`config.mk`:
```
export PLATFORM = sky130hd
export DESIGN_NAME = sram_stream_reader
export DESIGN_NICKNAME = d
export VERILOG_FILES = /design/src/rtl/sram_stream_reader.sv
export SDC_FILE = /design/constraint.sdc
export NUM_CORES = 1
export LEC_CHECK = 0
export CAP_MARGIN = 20
export CORE_MARGIN = 5
export CORE_UTILIZATION = 57
export DETAILED_ROUTE_END_ITERATION = 7
export PLACE_DENSITY = 0.81
export SETUP_SLACK_MARGIN = 0.3
export SLEW_MARGIN = 20
export SYNTH_ARGS = -nofsm -noshare
export SYNTH_HDL_FRONTEND = slang
export SYNTH_SLANG_ARGS = --single-unit
```
`constraint.sdc`:
```
create_clock -name clk -period 4.5 [get_ports clk]
set_clock_uncertainty 0.2 [all_clocks]
set_input_delay 0.675 -clock clk [delete_from_list [all_inputs] [get_ports clk]]
set_output_delay 0.675 -clock clk [all_outputs]
set_load 0.005 [all_outputs]
```
`src/rtl/sram_stream_reader.sv`:
```
// sram_stream_reader
//   Read-side initiator for a single SRAM bank. Issues sequential reads from
//   base_addr for `length` words. It absorbs the bank's one-cycle read latency
//   in a small credit-controlled FIFO and presents the words as a
//   valid/ready stream.
//
// Ports
//   clk, rst            clock (rising edge), asynchronous active-low reset
//   start               one-cycle request, sampled only while idle
//   base_addr, length   transfer descriptor, captured with start
//   busy, done          transfer in progress / one-cycle completion pulse
//   sram_en, sram_we,   bank read port (we held low)
//   sram_addr
//   sram_data           bank data_o, valid the cycle after sram_en
//   m_valid, m_ready,   output stream; m_data is the FIFO head and
//   m_data, m_last      m_last marks the final word
module sram_stream_reader #(
  parameter int DATA_WIDTH = 8,
  parameter int ADDR_WIDTH = 16,
  parameter int LEN_WIDTH  = 16,
  parameter int FIFO_DEPTH = 4
) (
  input  logic                  clk,
  input  logic                  rst,
  input  logic                  start,
  input  logic [ADDR_WIDTH-1:0] base_addr,
  input  logic [LEN_WIDTH-1:0]  length,
  output logic                  busy,
  output logic                  done,
  output logic                  sram_en,
  output logic                  sram_we,
  output logic [ADDR_WIDTH-1:0] sram_addr,
  input  logic [DATA_WIDTH-1:0] sram_data,
  output logic                  m_valid,
  input  logic                  m_ready,
  output logic [DATA_WIDTH-1:0] m_data,
  output logic                  m_last
);

  localparam int PTR_W = $clog2(FIFO_DEPTH);
  localparam int CNT_W = PTR_W + 1;
  localparam logic [CNT_W:0] DEPTH_C = (CNT_W+1)'(FIFO_DEPTH);

  typedef enum logic [1:0] {
    S_IDLE,
    S_READ,
    S_DRAIN
  } state_t;

  state_t                r_state;
  state_t                w_state_nxt;
  logic                  w_done_nxt;

  logic [ADDR_WIDTH-1:0] r_base;
  logic [LEN_WIDTH-1:0]  r_len;
  logic [LEN_WIDTH-1:0]  r_issue_cnt;
  logic [LEN_WIDTH-1:0]  r_beat_cnt;
  logic                  r_inflight;
  logic                  r_done;

  logic [DATA_WIDTH-1:0] r_mem [FIFO_DEPTH];
  logic [PTR_W-1:0]      r_wptr;
  logic [PTR_W-1:0]      r_rptr;
  logic [CNT_W-1:0]      r_count;

  logic                  w_valid;
  logic                  w_push;
  logic                  w_pop;
  logic [CNT_W:0]        w_occ;
  logic                  w_credit;
  logic                  w_issue;
  logic                  w_issue_last;
  logic                  w_is_last_beat;
  logic                  w_final_accept;
  logic                  w_accept_start;

  assign w_valid        = (r_count != '0);
  assign w_pop          = w_valid & m_ready;
  // Data returns one cycle after the strobe, so the in-flight read is the push.
  assign w_push         = r_inflight;
  // Occupancy after this cycle's pop, counting the word still in the SRAM pipe.
  assign w_occ          = {1'b0, r_count} + (CNT_W+1)'(r_inflight) - (CNT_W+1)'(w_pop);
  assign w_credit       = (w_occ < DEPTH_C);
  assign w_issue        = (r_state == S_READ) & w_credit;
  assign w_issue_last   = ((r_issue_cnt + LEN_WIDTH'(1)) == r_len);
  assign w_is_last_beat = (r_beat_cnt == (r_len - LEN_WIDTH'(1)));
  assign w_final_accept = w_pop & w_is_last_beat & (r_state != S_IDLE);
  assign w_accept_start = (r_state == S_IDLE) & start & (length != '0);

  // Next-state logic
  always_comb begin
    w_state_nxt = r_state;
    w_done_nxt  = 1'b0;
    case (r_state)
      S_IDLE: begin
        if (start) begin
          if (length != '0) w_state_nxt = S_READ;
          else              w_done_nxt  = 1'b1;
        end
      end
      S_READ: begin
        if (w_issue && w_issue_last) w_state_nxt = S_DRAIN;
      end
      S_DRAIN: begin
        if (w_final_accept) begin
          w_state_nxt = S_IDLE;
          w_done_nxt  = 1'b1;
        end
      end
      default: w_state_nxt = S_IDLE;
    endcase
  end

  always_ff @(posedge clk or negedge rst) begin
    if (!rst) begin
      r_state <= S_IDLE;
      r_done  <= 1'b0;
    end else begin
      r_state <= w_state_nxt;
      r_done  <= w_done_nxt;
    end
  end

  // Transfer descriptor and counters
  always_ff @(posedge clk or negedge rst) begin
    if (!rst) begin
      r_base      <= '0;
      r_len       <= '0;
      r_issue_cnt <= '0;
      r_beat_cnt  <= '0;
      r_inflight  <= 1'b0;
    end else begin
      r_inflight <= w_issue;
      if (w_accept_start) begin
        r_base      <= base_addr;
        r_len       <= length;
        r_issue_cnt <= '0;
        r_beat_cnt  <= '0;
      end else begin
        if (w_issue) r_issue_cnt <= r_issue_cnt + LEN_WIDTH'(1);
        if (w_pop)   r_beat_cnt  <= r_beat_cnt + LEN_WIDTH'(1);
      end
    end
  end

  // Output FIFO
  always_ff @(posedge clk or negedge rst) begin
    if (!rst) begin
      for (int unsigned i = 0; i < FIFO_DEPTH; i++) r_mem[i] <= '0;
      r_wptr  <= '0;
      r_rptr  <= '0;
      r_count <= '0;
    end else begin
      if (w_push) begin
        r_mem[r_wptr] <= sram_data;
        r_wptr        <= r_wptr + PTR_W'(1);
      end
      if (w_pop) r_rptr <= r_rptr + PTR_W'(1);
      case ({w_push, w_pop})
        2'b10:   r_count <= r_count + CNT_W'(1);
        2'b01:   r_count <= r_count - CNT_W'(1);
        default: r_count <= r_count;
      endcase
    end
  end

  fifo_no_overflow: assert property (@(posedge clk) disable iff (!rst)
    !(w_push && !w_pop && (r_count == CNT_W'(FIFO_DEPTH))));

  assign busy      = (r_state != S_IDLE);
  assign done      = r_done;
  assign sram_en   = w_issue;
  assign sram_we   = 1'b0;
  // Address wraps modulo 2^ADDR_WIDTH. It reads as zero when no read is issued.
  assign sram_addr = w_issue ? (r_base + ADDR_WIDTH'(r_issue_cnt)) : '0;
  assign m_valid   = w_valid;
  assign m_data    = w_valid ? r_mem[r_rptr] : '0;
  assign m_last    = w_valid & w_is_last_beat;

endmodule

```
* After elaboration in Yosys (flattened, before gate mapping)
Cells that the tools add are included.
** Operators by class
- Add/sub/neg operators :: 10
- Order comparisons :: 4
- Bitwise gates (word level) :: 9
- Mux-type cells :: 22
- Eq/ne operators :: 10
- Reduce and logical (&&, ||, !) cells :: 10
** Operators by type and width (count)
- 16-bit 2-to-1 mux :: 5
- 16-bit by 1-bit adder with 16-bit output (second input constant) :: 2
- 32-bit bitwise mux :: 1
- 16-bit == test :: 2
- 8-bit 2-to-1 mux :: 4
- 16-bit adder :: 1
- 8-bit binary-select mux with 2-bit select :: 1
- 8-bit demux with 2-bit select :: 1
- 16-bit nonzero test :: 1
- 16-bit by 1-bit subtractor with 16-bit output (second input constant) :: 1
- 2-bit 2-to-1 mux :: 4
- 2-bit nonzero test :: 4
- 1-bit bitwise AND :: 7
- 3-bit greater-or-equal comparator (second input constant) :: 2
- 2-bit inverter with 3-bit output :: 2
- 2-bit case mux with 3 select lines :: 1
- 3-bit case mux with 2 select lines :: 1
- 2-bit by 1-bit adder with 2-bit output (second input constant) :: 2
- 3-bit by 1-bit adder with 4-bit output :: 1
- 2-bit by 1-bit == test with 1-bit output (second input constant) :: 2
- 2-bit == test (second input constant) :: 2
- 4-bit by 3-bit less-than comparator with 1-bit output (second input constant) :: 1
- 2-bit by 1-bit != test with 1-bit output (second input constant) :: 2
- 2-bit != test (second input constant) :: 2
- other kinds (10) :: 13
** Word-level totals
- Output and inout bits :: 30
- Bits in registers :: 107

* Logic depth before layout (Yosys ltp)
Gate-level depths: netlist (run 1).
- Word-level depth :: 8
- Depth in mapped cells :: 15
- Mapped depth without buffers :: 13

* Worst setup path after synthesis (run 1)
No wires, ideal clock.
- Kind :: in2out
- From :: input port m_ready
- To :: output port sram_addr[11]
- Path slack :: 0.870 ns
- Cell stages on the path :: 11
- Data arrival time :: 2.755 ns
- Cell sequence :: nor2b_1 clkbuf_1 ha_1 inv_1 ha_1 xnor2_1 o41ai_1 a32oi_1 clkbuf_1 clkbuf_1 nor3_1
** Between the ends
- Word-level cells in the longest chain between the ends :: 5
** Ends and longest elaborated chain
- start, declared :: RTL line 35 : input logic m_ready,
- 1-bit bitwise AND :: RTL line 78 : assign w_pop = w_valid & m_ready;
- via w_pop :: RTL line 68 : logic w_pop;
- 4-bit by 1-bit subtractor with 4-bit output :: RTL line 82 : assign w_occ = {1'b0, r_count} + (CNT_W+1)'(r_inflight) - (CNT_W+1)'(w_pop);
- 4-bit by 3-bit less-than comparator with 1-bit output :: RTL line 83 : assign w_credit = (w_occ < DEPTH_C);
- 1-bit bitwise AND :: RTL line 84 : assign w_issue = (r_state == S_READ) & w_credit;
- 16-bit 2-to-1 mux :: RTL line 175 : assign sram_addr = w_issue ? (r_base + ADDR_WIDTH'(r_issue_cnt)) : '0;
- end, declared :: RTL line 32 : output logic [ADDR_WIDTH-1:0] sram_addr,
The timed path passes the listed nets, and every way through them passes these cells.

* Worst setup path in the final report (run 1)
- From :: register r_issue_cnt[3]
- To :: output port sram_addr[13]
** Between the ends
- Word-level cells in the longest chain between the ends :: 2
** Ends and longest elaborated chain
- start, declared :: RTL line 56 : logic [LEN_WIDTH-1:0] r_issue_cnt;
- start signal, assigned :: RTL line 140 : if (w_issue) r_issue_cnt <= r_issue_cnt + LEN_WIDTH'(1);
- 16-bit adder :: RTL line 175
- 16-bit 2-to-1 mux :: RTL line 175
Every way passes these cells.

==> flow_summary.json, run 1 <==
{
  "syn_inst": 709,
  "vias": 5574,
  "avgSynthCellArea_sq_um": 9.28,
  "grt_first_pass_wirelength_um": 26300,
  "drv_slew": 0,
  "die_w_um": 117,
  "drtIter0Drc": 428,
  "ys_warn_count": 0,
  "crit_path_end_kind": "output pin",
  "final_cell_mix": "nand2_1, dfrtp_1, clkdlybuf4s50_1",
  "reg2reg_slack_ns": 1.02,
  "drc": 0,
  "fmax_mhz": 240,
  "io_buffers": 72,
  "p_int_mw": 3.08,
  "slew_headroom_pct": 36.3,
  "p_seq_share_pct": 33.7,
  "ys_seq_elements": 107,
  "layout_commonest_cell": "nand2_1",
  "cp.arrival_ns": 3.29,
  "cts_tree": "built",
  "peakVddDrop_uv": 565,
  "fp.dieArea_sq_um": 13800,
  "crit_fanout": 7,
  "numCtsBuffers": 9,
  "antennaDiodeCount": 0,
  "worst_pin_slew_ns": 0.952,
  "synth_area_sq_um": 6580,
  "cap_violations": 0,
  "antenna_found_initial": 0,
  "syn_nets": 782,
  "crit_path_start_kind": "flop",
  "io_pins": 74,
  "gr-total-overflow": 0,
  "seq_area_frac_synth_pct": 40.7,
  "hp-class": "in2async",
  "die_y_um": 117,
  "clockPowerShare_pct": 15.0,
  "clk_path_buf_depth": 2,
  "tns_ns": 0,
  "synthArstFlopShare_pct": 100,
  "switching_share_pct": 40.9,
  "grt_start_max_net_pins": 80,
  "routed_wirelength_um": 15900,
  "grtUsageTotal_pct": 22.7,
  "ant_nets": 0,
  "area_growth_pct": 19.8,
  "rsz0062_at_grt": "true",
  "timing.hold.ws_ns": 0.158,
  "clock_sinks": 107,
  "initial_core_util_pct": 57.9,
  "synthFlopType": "dfrtp_1",
  "cts_root_buf": "clkbuf_16",
  "drive_above_1_share_pct": 13.0,
  "comb_power_share_pct": 51.3,
  "post-route-period-util_pct": 92.6,
  "hold_viol": 0,
  "viasPerCell": 6.05,
  "cts.htree.levels": 3,
  "row_count": 39,
  "p_switching_mw": 2.13,
  "ys_types": 61,
  "required_ns": 3.62,
  "period_minus_slack_ns": 4.17,
  "cts_hold_buf": 0,
  "power.leakage_nw": 3.44,
  "gp_congestion": 0.910,
  "dr.pass1.iters": 6,
  "worstSetupPathType": "reg2out",
  "wl_per_cell_um": 17.3,
  "power_density_nw_per_um2": 661,
  "dp_hpwl_um": 11200,
  "fin_util_pct": 69.3,
  "cts.clk_slew.worst_paths_ns": 0.08,
  "nets": 846,
  "grt_pass1_vias": 5618,
  "core_area_sq_um": 11400,
  "setup_viol": 0,
  "clk_latency_ns": 0.35,
  "synth_edf_count": 0,
  "status": "finished clean"
}
cells by family after synthesis:
family | after synthesis | synth area share (%)
compound gates | 116 | 11.0
flops | 107 | 40.7
buf+inv | 57 | 3.56
simple gates | 287 | 21.0
mux | 44 | 8.83
other cells | 1 | 0.0570
xor+xnor | 68 | 9.05
fa+ha+maj | 29 | 5.74
registers in the layout, summed over array words and instances (netlist names):
name         count
r_wptr           2
r_state          2
r_count          3
r_rptr           2
r_beat_cnt      16
r_base          16
r_inflight       1
r_mem           32
r_len           16
r_issue_cnt     16
done             1
final timing paths:
check                               start             end  cells past startpoint
max in group asynchronous             rst  r_issue_cnt[5]                      2
hold reg to reg                r_base[13]      r_base[13]                      2
min in group clk               r_base[13]      r_base[13]                      2
setup reg to reg               r_count[2]  r_issue_cnt[7]                     13
setup / recovery           r_issue_cnt[3]   sram_addr[13]                     11
hold / removal                        rst       r_len[11]                      1
worst max-delay path, cell delays in order, from the launching register on:
cell             delay, ns
dfrtp_2               0.46
ha_1                  0.36
o21ai_0               0.15
o21ai_1               0.23
a21oi_2               0.12
a2111oi_4             0.31
buf_4                 0.17
o21a_1                0.13
o21ai_0               0.11
and3_1                0.21
nor3_1                0.16
clkdlybuf4s50_1       0.53
synthesized netlist by cell type (all sizes together), types with 3 or more instances:
| master | number | share of area (%) |
|---|---|---|
| mux2i | 4 | 0.61 |
| buf | 8 | 0.74 |
| and3 | 9 | 0.86 |
| nand2b | 6 | 0.57 |
| nor2b | 18 | 1.7 |
| nand4 | 10 | 0.95 |
| o211ai | 4 | 0.46 |
| a21oi | 25 | 1.9 |
| o41ai | 4 | 0.53 |
| nor3 | 19 | 1.5 |
| a31oi | 4 | 0.38 |
| or3 | 7 | 0.67 |
| dfrtp | 107 | 41 |
| and4 | 5 | 0.67 |
| xor2 | 28 | 3.7 |
| xnor2 | 40 | 5.3 |
| mux4 | 8 | 2.7 |
| nand3 | 16 | 1.2 |
| o21a | 5 | 0.57 |
| a211oi | 3 | 0.34 |
| nand2 | 118 | 6.7 |
| a32oi | 3 | 0.40 |
| nor2 | 55 | 3.1 |
| o21ai | 43 | 3.3 |
| ha | 27 | 5.1 |
| o31ai | 9 | 1.0 |
| nor3b | 3 | 0.34 |
| inv | 22 | 1.3 |
| o2111ai | 3 | 0.40 |
| nor4 | 12 | 1.6 |
| mux2 | 32 | 5.5 |
| clkbuf | 27 | 1.6 |
through the flow:
step / cells / power (mW) / setup WS [ns] / cell area, sq um
after floorplan: 709 / 3.37 / 0.870 / 6580
after global placement: 898 / 4.13 / 0.294 / 7400
after detailed placement: 898 / 4.27 / 0.175 / 7400
after CTS: 915 / 5.11 / 0.285 / 7760
after global routing: 921 / 5.57 / 0.184 / 7880
final: 921 / 5.21 / 0.334 / 7880
power groups by stage:
stage / Clock [mW] / Sequential, mW / Combinational [mW]
after floorplan: 0 / 1.54 / 1.83
after global placement: 0 / 1.71 / 2.41
after detailed placement: 0 / 1.75 / 2.52
after CTS: 0.800 / 1.74 / 2.57
after global routing: 0.835 / 1.80 / 2.94
final: 0.783 / 1.75 / 2.67
routing by layer:
layer	share of wire [%]	track usage [%]
met1	43	29.3
met2	49	37.4
met3	5.2	4.48
met4	2.5	9.06
met5	0	0
layout make-up:
| cell class | instances | area [sq um] |
|---|---|---|
| tap | 143 | 179 |
| sequential | 107 | 2690 |
| clock inverter | 7 | 80.1 |
| timing repair buffer | 88 | 852 |
| inverter | 22 | 82.6 |
| fill | 844 | 3490 |
| multi-input combinational | 545 | 3770 |
| clock buffer | 9 | 225 |
repair_timing:
| action | in CTS | in global routing |
|---|---|---|
| endpoints found under the hold margin | 0 | 0 |
| gates resized for setup | 14 | 18 |
| endpoints found under the setup margin | 12 | 17 |
| pin swaps | 2 | 4 |
| buffers inserted | 1 | 5 |
| cloned | 0 | 1 |
Power figures use the tool's default switching activity.
==> inputs of run 2 (changes only) <==
--- a/config.mk
+++ b/config.mk
@@ -5,12 +5,13 @@
 export SDC_FILE = /design/constraint.sdc
 export NUM_CORES = 1
 export LEC_CHECK = 0
-export CAP_MARGIN = 20
+export CAP_MARGIN = 5
 export CORE_MARGIN = 5
 export CORE_UTILIZATION = 57
 export DETAILED_ROUTE_END_ITERATION = 7
 export PLACE_DENSITY = 0.81
 export SETUP_SLACK_MARGIN = 0.3
+export SKIP_CTS_REPAIR_TIMING = 1
 export SLEW_MARGIN = 20
 export SYNTH_ARGS = -nofsm -noshare
 export SYNTH_HDL_FRONTEND = slang
==> run 2 against run 1 <==
Effect of this change: power down 0.75%; sequential cell count unchanged; sequential share of layout area about the same; non-clock buffer count down 1; sequential power about the same; die area unchanged; utilization down 0.088 points; cell count down 0.11%; maximum frequency up 0.60%; routed wire length down 1.8%.
==> flow_summary.json, run 2 (synthesis results as in run 1) <==
{
  "largest_reg_flops": 32,
  "max_flop_register": "r_mem",
  "required_ns": 3.62,
  "row_count": 39,
  "layout_commonest_cell": "nand2_1",
  "worst_pin_slew_ns": 0.898,
  "drc": 0,
  "total_power_mw": 5.17,
  "grt_start_max_net_pins": 80,
  "drtIter0Drc": 377,
  "dr.pass1.iters": 8,
  "initial_core_util_pct": 57.9,
  "antennaDiodeCount": 0,
  "power_density_nw_per_um2": 657,
  "slew_headroom_pct": 39.9,
  "cts_root_buf": "clkbuf_16",
  "ff_latch_area_sq_um": 2680,
  "fp.dieArea_sq_um": 13800,
  "cts.htree.levels": 3,
  "clock_sinks": 107,
  "io_pins": 74,
  "cts_tree": "built",
  "period_minus_slack_ns": 4.14,
  "numCtsBuffers": 9,
  "cap_violations": 0,
  "rsz0062_at_grt": "true",
  "area_growth_pct": 19.6,
  "worstSetupPathType": "in2out",
  "final_cell_mix": "nand2_1, dfrtp_1, clkdlybuf4s50_1",
  "hp-class": "in2async",
  "fmax_mhz": 241,
  "cp.arrival_ns": 3.27,
  "ant_nets": 0,
  "peakVddDrop_uv": 512,
  "status": "finished clean",
  "reg2reg_slack_ns": 1.10,
  "wl_per_cell_um": 17.0,
  "grtUsageTotal_pct": 22.2,
  "clk_latency_ns": 0.35,
  "setup_viol": 0,
  "dp_hpwl_um": 11200,
  "crit_path_start_kind": "input port",
  "clk_path_buf_depth": 2,
  "die_w_um": 117,
  "gr-total-overflow": 0,
  "hold_viol": 0,
  "timing.hold.ws_ns": 0.156,
  "post-route-period-util_pct": 92.0,
  "antenna_found_initial": 0,
  "core_area_sq_um": 11400,
  "nFillCells": 843,
  "gp_congestion": 0.910,
  "crit_path_end_kind": "output pin",
  "nets": 845,
  "power.leakage_nw": 3.41,
  "vias": 5541,
  "io_buffers": 72,
  "grt_first_pass_wirelength_um": 25900,
  "viasPerCell": 6.02,
  "cts.clk_slew.worst_paths_ns": 0.07,
  "die_y_um": 117,
  "drive_above_1_share_pct": 12.9,
  "drv_slew": 0,
  "crit_fanout": 11,
  "grt_pass1_vias": 5539,
  "routed_wirelength_um": 15600,
  "multi_input_area_sq_um": 3770
}
[run 2: final cells by class]
type	count	share of cell area [%]
well taps	143	2.27
inverters	22	1.05
flip-flops and latches	107	34.1
clock inverters	7	1.02
clock buffers	9	2.86
multi-input cells	545	48.0
repair buffers	87	10.7
[run 2: final timing paths]
| path | startpoint | end | depth (start not counted) |
|---|---|---|---|
| max in group asynchronous | rst | r_issue_cnt[5] | 2 |
| setup / recovery | m_ready | sram_addr[7] | 12 |
| hold / removal | rst | r_len[11] | 1 |
| min in group clk | r_base[13] | r_base[13] | 2 |
| setup reg to reg | r_count[2] | r_issue_cnt[3] | 13 |
| hold reg to reg | r_base[13] | r_base[13] | 2 |
[run 2: per-stage QoR]
stage                     setup TNS [ns]  cell area (sq um)  util, %  worst slack, ns  cells
after global routing                   0               7870     69.2            0.166    920
after CTS                         -0.218               7700     67.8           -0.218    914
final                                  0               7870     69.2            0.359    920
after detailed placement               0               7400     65.1            0.175    898
after floorplan                        0               6580        -            0.870    709
after global placement                 0               7400     65.1            0.294    898
[run 2: power by group]
part	switching (mW)	internal, mW	leakage [nW]
sequential	0.431	1.32	1.34
clock	0.387	0.396	0.146
combinational	1.28	1.35	1.92
[run 2: layer usage]
| layer | global-route usage [%] | routed length [um] |
|---|---|---|
| met1 | 29.1 | 6790 |
| met2 | 36.6 | 7630 |
| met3 | 4.38 | 821 |
| met4 | 8.41 | 378 |
| met5 | 0 | 0 |
[run 2: worst max-delay path: stages]
cell	delay, ns
clkdlybuf4s50_1	0.52
nor2b_4	0.18
ha_1	0.14
inv_1	0.04
ha_1	0.21
xnor2_1	0.14
o41ai_2	0.24
a32oi_2	0.19
inv_2	0.23
nand2_1	0.08
a21oi_1	0.11
clkdlybuf4s50_1	0.51
